$ cat config.mk
export PLATFORM = sky130hd
export DESIGN_NAME = drrip_duel_ctrl
export DESIGN_NICKNAME = d
export VERILOG_FILES = /design/src/rtl/drrip_duel_ctrl.sv
export SDC_FILE = /design/constraint.sdc
export NUM_CORES = 1
export LEC_CHECK = 0
export ABC_AREA = 1
export BUFFER_PORTS_ARGS = -buffer_cell sky130_fd_sc_hd__buf_2
export CAP_MARGIN = 25
export CORE_MARGIN = 4
export CORE_UTILIZATION = 55
export CTS_CLUSTER_SIZE = 14
export DETAILED_ROUTE_END_ITERATION = 7
export GPL_ROUTABILITY_DRIVEN = 0
export PLACE_DENSITY = 0.79
export SYNTH_ARGS = -nofsm -noshare
export SYNTH_HDL_FRONTEND = slang
export SYNTH_SLANG_ARGS = --single-unit
$ cat constraint.sdc
create_clock -name clk -period 6.3 [get_ports clk]
set_input_delay 0.315 -clock clk [delete_from_list [all_inputs] [get_ports clk]]
set_output_delay 0.315 -clock clk [all_outputs]
set_load 0.02 [all_outputs]
$ cat src/rtl/drrip_duel_ctrl.sv
// Set-dueling controller for DRRIP: classifies missing sets as leaders or followers,
// trains PSEL from leader misses and holds a registered insertion decision per fill.
module drrip_duel_ctrl #(
  parameter int unsigned INDEX_WIDTH       = 5,
  parameter int unsigned LEADER_BITS       = 2,
  parameter int unsigned PSEL_WIDTH        = 10,
  parameter int unsigned M                 = 2,
  parameter int unsigned BRRIP_COUNTER_LEN = 5
) (
  input  logic                    clk,
  input  logic                    rst,
  input  logic                    miss_valid,
  input  logic [INDEX_WIDTH-1:0]  miss_index,
  output logic                    miss_ready,
  input  logic                    fill_done,
  output logic                    sel_valid,
  output logic                    sel,
  output logic [M-1:0]            insert_rrpv,
  output logic [PSEL_WIDTH-1:0]   psel
);

  localparam logic [M-1:0]          RRPV_DISTANT = M'((2**M) - 1);
  localparam logic [M-1:0]          RRPV_LONG    = M'((2**M) - 2);
  localparam logic [PSEL_WIDTH-1:0] PSEL_MAX     = '1;
  localparam logic [PSEL_WIDTH-1:0] PSEL_INIT    = PSEL_WIDTH'((2**(PSEL_WIDTH-1)) - 1);

  typedef enum logic {
    IDLE = 1'b0,
    HOLD = 1'b1
  } state_e;

  state_e                       state_q, state_d;
  logic                         sel_d;
  logic [M-1:0]                 rrpv_d;
  logic [PSEL_WIDTH-1:0]        psel_d;
  logic [BRRIP_COUNTER_LEN-1:0] thr_q, thr_d;
  logic [LEADER_BITS-1:0]       idx_hi, idx_lo;
  logic                         is_srrip, is_brrip;

  // Leader classification compares the top K index bits against the bottom K.
  assign idx_hi   = LEADER_BITS'(miss_index >> (INDEX_WIDTH - LEADER_BITS));
  assign idx_lo   = LEADER_BITS'(miss_index);
  assign is_srrip = (idx_hi == idx_lo);
  assign is_brrip = (idx_hi == ~idx_lo);

  assign miss_ready = (state_q == IDLE);
  assign sel_valid  = (state_q == HOLD);

  always_comb begin
    state_d = state_q;
    sel_d   = sel;
    rrpv_d  = insert_rrpv;
    psel_d  = psel;
    thr_d   = thr_q;
    case (state_q)
      IDLE: begin
        if (miss_valid) begin
          state_d = HOLD;
          if (is_srrip)      sel_d = 1'b0;
          else if (is_brrip) sel_d = 1'b1;
          else               sel_d = psel[PSEL_WIDTH-1];
          // BRRIP inserts LONG only when the throttle sits at zero.
          if (sel_d) begin
            rrpv_d = (thr_q == '0) ? RRPV_LONG : RRPV_DISTANT;
            thr_d  = thr_q + BRRIP_COUNTER_LEN'(1);
          end else begin
            rrpv_d = RRPV_LONG;
          end
          if (is_srrip && (psel != PSEL_MAX)) psel_d = psel + PSEL_WIDTH'(1);
          if (is_brrip && (psel != '0))       psel_d = psel - PSEL_WIDTH'(1);
        end
      end
      HOLD: begin
        if (fill_done) state_d = IDLE;
      end
      default: state_d = IDLE;
    endcase
  end

  always_ff @(posedge clk) begin
    if (rst) begin
      state_q     <= IDLE;
      sel         <= 1'b0;
      insert_rrpv <= '0;
      psel        <= PSEL_INIT;
      thr_q       <= '0;
    end else begin
      state_q     <= state_d;
      sel         <= sel_d;
      insert_rrpv <= rrpv_d;
      psel        <= psel_d;
      thr_q       <= thr_d;
    end
  end

endmodule

==> key figures, run 1 <==
Clocking
  • Post-cts resize count: 0
  • H-Tree Depth: 1
  • Worst-path clk slew: 0.12 ns
  • CTS tree: yes
  • Clock buffer depth: 2
  • CTS sink cnt: 19
  • Worst-skew pair later-pin latency: about 0.3 ns
  • Clock buffer count from CTS: 3
  • Post-CTS Setup Inserts: 0
  • CTS root buf: clkbuf_4
  • CTS Hold Buffers Added: 0

Global routing
  • Total gr overflow: 0
  • Tot GR Track Use: between 10% and 20%
  • Global-route wire length before repair: approximately 5100 um
  • Vias in the first global route: about 1.3k
  • Initial antenna violation count: 0
  • Largest net degree at the start of global routing: 15

Synthesis
  • Post-synth top area share: between 20% and 30%
  • Net Count, Synth: 217
  • Yosys warns: 0
  • Xor and xnor area share after synthesis: under 10%
  • Adder-cell area share of the yosys netlist: about 11%
  • Synth Register Bits: 19
  • Syn Inst Count: between 150 and 200
  • Post-synthesis sequential area ratio: around 29%
  • Mapped Area: 0.001315 mm^2
  • Synth cell types: 27
  • Post-synth top area cell: dfxtp_1
  • Multiplexer share of the synthesized area: 0%
  • Top cells by area, synth: dfxtp_1 29%, nand2_1 17%, ha_1 9.5%
  • Main combinational cell family by area after synthesis: simple AND/OR/NAND/NOR gates
  • Avg Inst Size Synth: between 6 and 7 um^2
  • Simple-gate share of the synthesized area: around 33%
  • Post-synthesis compound-gate area fraction: ~15%

Floorplan
  • Die Span Y: between 50 and 60 um
  • Starting density of the core: between 50% and 60%
  • Die footprint: 0.003237 mm^2
  • Row count: 17
  • Core Area: roughly 0.0022 mm^2
  • IO Pins: 24
  • Die width: around 57 um

Drt
  • Drt drc: 0
  • Via density: approximately 5.2
  • Antenna Nets Post-Route: 0
  • Number of DRC markers in iteration 0: 32
  • Vias post-DR: 1295
  • WL/cell: 11.24 um
  • Total wire length: 2800 um
  • Router iterations before antenna repair: 4

Timing
  • Least-Margin Pin Slew: around 0.33 ns
  • Max_slew headroom: about four fifths
  • Fin. Hold Viols: 0
  • Tmin final: around 2.5 ns
  • Achievable Freq: 403.6 MHz
  • Post-Route Skew: approximately 0.0065 ns
  • Slew Limit Fails: 0
  • Count of final setup violators: 0
  • Final period utilization: 39.33%
  • Setup TNS: 0 ns
  • Unrepaired setup endpoints after global routing: no

Power and ir drop
  • Power, Total: between 0.3 and 0.4 mW
  • Pwr/cell area: 230.5 mW/mm^2
  • Leakage: between 0.7 and 0.8 nW
  • Max VDD drop: 0.1252 mV

Flow run
  • Max-cap violations: 0

Placement
  • DP HPWL: between 2000 and 2500 um
  • PortBufs: 22

Layout
  • Share of layout cells above drive strength 1: 18.10%
  • Fillers: approximately 220
  • # diodes: 0
  • Area growth syn-to-layout: 11.23%
  • Sequential Area: 380.4 um^2
  • Multi-input logic area: 819.5 um^2
  • Nets: roughly 240
  • Fin util: 65.49%

Worst setup path
  • Critical Path AT: around 2.7 ns
  • CP Max Fanout: 9
  • CP required: around 6.5 ns
  • WS Path Type: flip-flop to flip-flop
  • Startpoint type of the worst setup path: flip-flop
  • Critical Path Sink Type: flip-flop

Worst hold path
  • Worst min path class: input port to flip-flop

Run status
  • Status: finished clean
worst paths after layout:
check / end / start / cells after the start / slack (ns)
hold reg to reg: sel$_SDFFE_PP0P_ / sel$_SDFFE_PP0P_ / 2 / 0.48
setup reg to reg: psel[5]$_SDFFE_PP1P_ / psel[0]$_SDFFE_PP1P_ / 15 / 3.82
setup / recovery: psel[5]$_SDFFE_PP1P_ / psel[0]$_SDFFE_PP1P_ / 15 / 3.82
hold / removal: sel_valid$_SDFF_PP0_ / fill_done / 3 / 0.34
power breakdown:
group / switching (mW) / internal, mW / total (mW)
clock network: 0.0400 / 0.0236 / 0.0636
registers: 0.0109 / 0.129 / 0.140
logic: 0.0826 / 0.0506 / 0.133
total: 0.133 / 0.204 / 0.337
flip-flops by register name, indices dropped and copies added (netlist names):
| signal | flops |
|---|---|
| insert_rrpv | 2 |
| sel_valid | 1 |
| psel | 10 |
| thr_q | 5 |
| sel | 1 |
cells in the mapped netlist (all sizes together):
master,number
a21oi,18
and2,1
buf,2
dfxtp,19
fa,1
ha,10
inv,24
nand2,63
nand3,14
nand3b,1
nor2,21
nor3,1
o21a,2
o21ai,12
o21bai,1
or2,2
xnor2,4
xor2,1
per-stage QoR:
step	instance area, um^2	hold slack, ns	std cells	setup slack, ns
finish	1463	0.3355	249	3.822
global route	1463	0.3510	249	3.512
CTS	1463	0.3436	249	3.822
detailed placement	1435	0.4604	245	3.850
global placement	1435	0.4497	245	3.895
floorplan	1315	0.4199	197	4.003
area by class of cell:
cell class                      count  area share, %
Tap cell                           28          2.395
Clock buffer                        3          1.540
Timing Repair Buffer               22          7.528
Sequential cell                    19          26.01
Inverter                           24          6.159
Clock inverter                      1         0.3422
Multi-Input combinational cell    152          56.03
logic make-up (layout without fill, tap and decap cells):
family / after synthesis / after routing
adder cells (fa/ha/maj): 11 / 11
buffers and inverters: 26 / 50
XOR/XNOR: 5 / 5
AND/OR/NAND/NOR: 103 / 103
flip-flops: 19 / 19
AO/OA/AOI/OAI: 33 / 33
worst max-delay path: stages, from the launching register on:
cell	delay, ns
dfxtp_1	0.48
inv_1	0.12
nand3_1	0.09
inv_1	0.05
nand2_1	0.09
nand2_2	0.08
inv_1	0.26
ha_1	0.34
nand2_1	0.09
nand2_1	0.07
o21bai_1	0.20
nand2_1	0.08
nand2_1	0.06
or2_2	0.27
nand3_1	0.07
nand2_1	0.05
cell usage in the layout, fill, tap and decap left out:
master / count
clkinv_2: 1
o21ai_2: 1
o21ai_1: 7
or2_0: 1
o21bai_1: 1
nand3_1: 14
dfxtp_1: 19
a21oi_1: 14
xor2_1: 1
or2_2: 1
o21a_1: 2
clkbuf_4: 3
nand2_2: 3
ha_1: 10
nand3b_1: 1
and2_4: 1
nand2_1: 59
inv_2: 1
o21ai_0: 4
xnor2_1: 4
nand2_4: 1
nor2_2: 2
nor3_1: 1
nor2_1: 19
inv_1: 23
buf_2: 22
a21oi_2: 4
fa_1: 1
per-layer routing:
metal	routed length, um	global-route usage [%]
met5	0	0
met4	0	4.305
met3	64	1.839
met2	1464	35.40
met1	1271	21.36
Power figures use the tool's default switching activity.
==> run 2, diff against run 1 <==
--- a/config.mk
+++ b/config.mk
@@ -5,15 +5,15 @@
 export SDC_FILE = /design/constraint.sdc
 export NUM_CORES = 1
 export LEC_CHECK = 0
-export ABC_AREA = 1
+export ABC_AREA = 0
 export BUFFER_PORTS_ARGS = -buffer_cell sky130_fd_sc_hd__buf_2
 export CAP_MARGIN = 25
 export CORE_MARGIN = 4
-export CORE_UTILIZATION = 55
+export CORE_UTILIZATION = 54
 export CTS_CLUSTER_SIZE = 14
 export DETAILED_ROUTE_END_ITERATION = 7
 export GPL_ROUTABILITY_DRIVEN = 0
-export PLACE_DENSITY = 0.79
+export PLACE_DENSITY = 0.78
 export SYNTH_ARGS = -nofsm -noshare
 export SYNTH_HDL_FRONTEND = slang
 export SYNTH_SLANG_ARGS = --single-unit
==> constraint.sdc (replaced) <==
create_clock -name clk -period 2.5 [get_ports clk]
set_input_delay 0.125 -clock clk [delete_from_list [all_inputs] [get_ports clk]]
set_output_delay 0.125 -clock clk [all_outputs]
set_load 0.02 [all_outputs]
==> key figures, run 2 <==
Clocking
  • Worst-path clk slew: between 0.1 and 0.15 ns
  • Clock buffer depth: 2
  • H-Tree Depth: 1
  • CTS tree: yes
  • CTS root buf: clkbuf_4
  • Clock buffer count from CTS: 3
  • Worst-skew pair later-pin latency: between 0.3 and 0.4 ns
  • CTS sink cnt: 19
  • Post-CTS Setup Inserts: 0

Synthesis
  • Synth cell count leaders: 19 x dfxtp_1, 15 x nand2_1, 11 x nor2_1
  • Adder-cell area share of the yosys netlist: roughly an eighth
  • Mapped Area: ~0.0012 mm^2
  • Synth Register Bits: 19
  • Net Count, Synth: 161
  • Async SR Flop Fraction: 0%
  • Post-synthesis sequential area ratio: 31.34%
  • Most common flop cell mapped by yosys: dfxtp_1
  • Most frequent cell after synthesis: dfxtp_1
  • Synth cell types: 36
  • Avg Inst Size Synth: between 8 and 9 um^2
  • Main combinational cell family by area after synthesis: simple AND/OR/NAND/NOR gates
  • Xor and xnor area share after synthesis: roughly 8.7%
  • Syn Inst Count: ~140
  • Post-synth top area share: a little under a third
  • Post-synth top area cell: dfxtp_1
  • Post-synthesis compound-gate area fraction: 20.41%
  • Top cells by area, synth: dfxtp_1 31%, ha_1 10%, xor2_1 7.2%
  • Multiplexer share of the synthesized area: approximately 1.6%
  • Simple-gate share of the synthesized area: 22.58%
  • Post-synth EDFFs: 0
  • Yosys warns: 0

Drt
  • Drt drc: 0
  • Vias post-DR: about 1.2k
  • Antenna Nets Post-Route: 0
  • Number of DRC markers in iteration 0: 29
  • Router iterations before antenna repair: 4
  • WL/cell: 14.25 um
  • Via density: approximately 5.7
  • Total wire length: 2893 um

Worst hold path
  • Hold path depth: 3
  • Worst min path class: input port to flip-flop

Global routing
  • Initial antenna violation count: 0
  • Largest net degree at the start of global routing: 16
  • Global-route wire length before repair: around 5000 um
  • Vias in the first global route: 1117
  • Tot GR Track Use: 19.84%
  • Total gr overflow: 0

Worst setup path
  • WS Path Type: flip-flop to flip-flop
  • CP required: roughly 2.7 ns
  • CP Max Fanout: 9
  • Worst path slowest cell: or4_1
  • Startpoint type of the worst setup path: flip-flop
  • Critical Path AT: about 2.6 ns
  • Crit-path cells: nor4_2 > nand3_1 > and3_4 > ha_1 > or4_1 > o211ai_1 > xor2_1 > o21ai_0
  • Register-to-Register Path Depth: 8
  • Critical Path Sink Type: flip-flop
  • CP peak stage delay: approximately 0.53 ns

Floorplan
  • IO Pins: 24
  • Die Span Y: between 50 and 60 um
  • Starting density of the core: 59.44%
  • Core Area: 0.002042 mm^2
  • Row count: 16
  • Die footprint: 0.003070 mm^2
  • Die width: between 50 and 60 um

Timing
  • Slew Limit Fails: 0
  • Max_slew headroom: 65.60%
  • Unrepaired setup endpoints after global routing: no
  • Achievable Freq: approximately 420 MHz
  • Count of final setup violators: 0
  • Least-Margin Pin Slew: 0.5121 ns
  • Post-Route Skew: ~0.0051 ns
  • Setup WS post-layout: approximately 0.11 ns
  • Tmin final: between 2 and 2.5 ns
  • Final period utilization: roughly 96%
  • Hold WS: slightly below 0.07 ns
  • Setup TNS: 0 ns
  • Fin. Hold Viols: 0

Placement
  • DP Area: roughly 0.0014 mm^2
  • Pre-CTS setup slack: approximately 0.047 ns
  • PortBufs: 22
  • Placed Cells: between 150 and 200
  • DP HPWL: ~2200 um

Layout
  • Fin util: roughly three quarters
  • Most common cell after layout, fill and taps aside: buf_2
  • Commonest cells after routing, fill and taps aside: 22 x buf_2, 19 x dfxtp_1, 15 x nand2_1, 11 x nor2_1, 11 x buf_4
  • Nets: about 200
  • # diodes: 0
  • Share of layout cells above drive strength 1: 27.84%
  • Area growth syn-to-layout: 23.09%
  • Design area: 0.001494 mm^2
  • Fillers: about 180
  • Final cell count without fillers: 203
  • Top Registers: psel x10, thr_q x5, insert_rrpv x2
  • Max FFs per register: 10
  • Largest Register: psel

Power and ir drop
  • Power, Total: ~1 mW
  • Leakage: 0.6517 nW
  • Max VDD drop: roughly 0.41 mV
  • Pwr/cell area: 668.0 mW/mm^2

Flow run
  • Max-cap violations: 0

Run status
  • Status: finished clean
==> run 2: final cells by class <==
class | instances | area [um^2] | area share (%)
multi-input cells | 116 | 842.1 | 56.37
flip-flops and latches | 19 | 380.4 | 25.46
repair buffers | 33 | 192.7 | 12.90
well taps | 27 | 33.78 | 2.261
clock buffers | 3 | 22.52 | 1.508
inverters | 4 | 15.01 | 1.005
clock inverters | 1 | 7.507 | 0.5025
==> run 2: kinds of logic after synthesis <==
logic type      Yosys count
buf+inv                   6
compound gates           36
flops                    19
simple gates             54
xor+xnor                 12
fa+ha+maj                12
mux                       2
==> run 2: path summary, 6_finish.rpt <==
kind	start	endpoint	slack (ns)
worst min-delay path	fill_done	sel_valid$_SDFF_PP0_	0.07
worst min register to register	sel$_SDFFE_PP0P_	sel$_SDFFE_PP0P_	0.46
worst max register to register	psel[7]$_SDFFE_PP1P_	psel[7]$_SDFFE_PP1P_	0.11
worst max-delay path	psel[7]$_SDFFE_PP1P_	psel[7]$_SDFFE_PP1P_	0.11
==> run 2: routing by layer <==
metal,routed length (um),global-route usage [%]
met5,0,0
met2,1512,36.32
met3,67,2.331
met4,78,10.42
met1,1234,22.07
==> run 2: worst max-delay path, delay by kind of cell (launching register included) <==
kind                       cells  cell delay [ns]
AOI/OAI and AO/OA              2             0.27
and+or+nand+nor                4             1.22
DFF                            1             0.35
adders and majority gates      1             0.26
xor gates and xnor gates       1             0.17
==> run 2: what timing repair did <==
action,in CTS,in global routing
hold buffers,0,0
setup endpoints to repair,0,3
gates resized for setup,0,6
==> run 2: report_power, final <==
| group | internal (mW) | total, mW | switching, mW |
|---|---|---|---|
| Sequential | 0.332 | 0.354 | 0.0221 |
| Combinational | 0.208 | 0.477 | 0.268 |
| Clock | 0.0611 | 0.167 | 0.106 |
| Total | 0.601 | 0.998 | 0.397 |
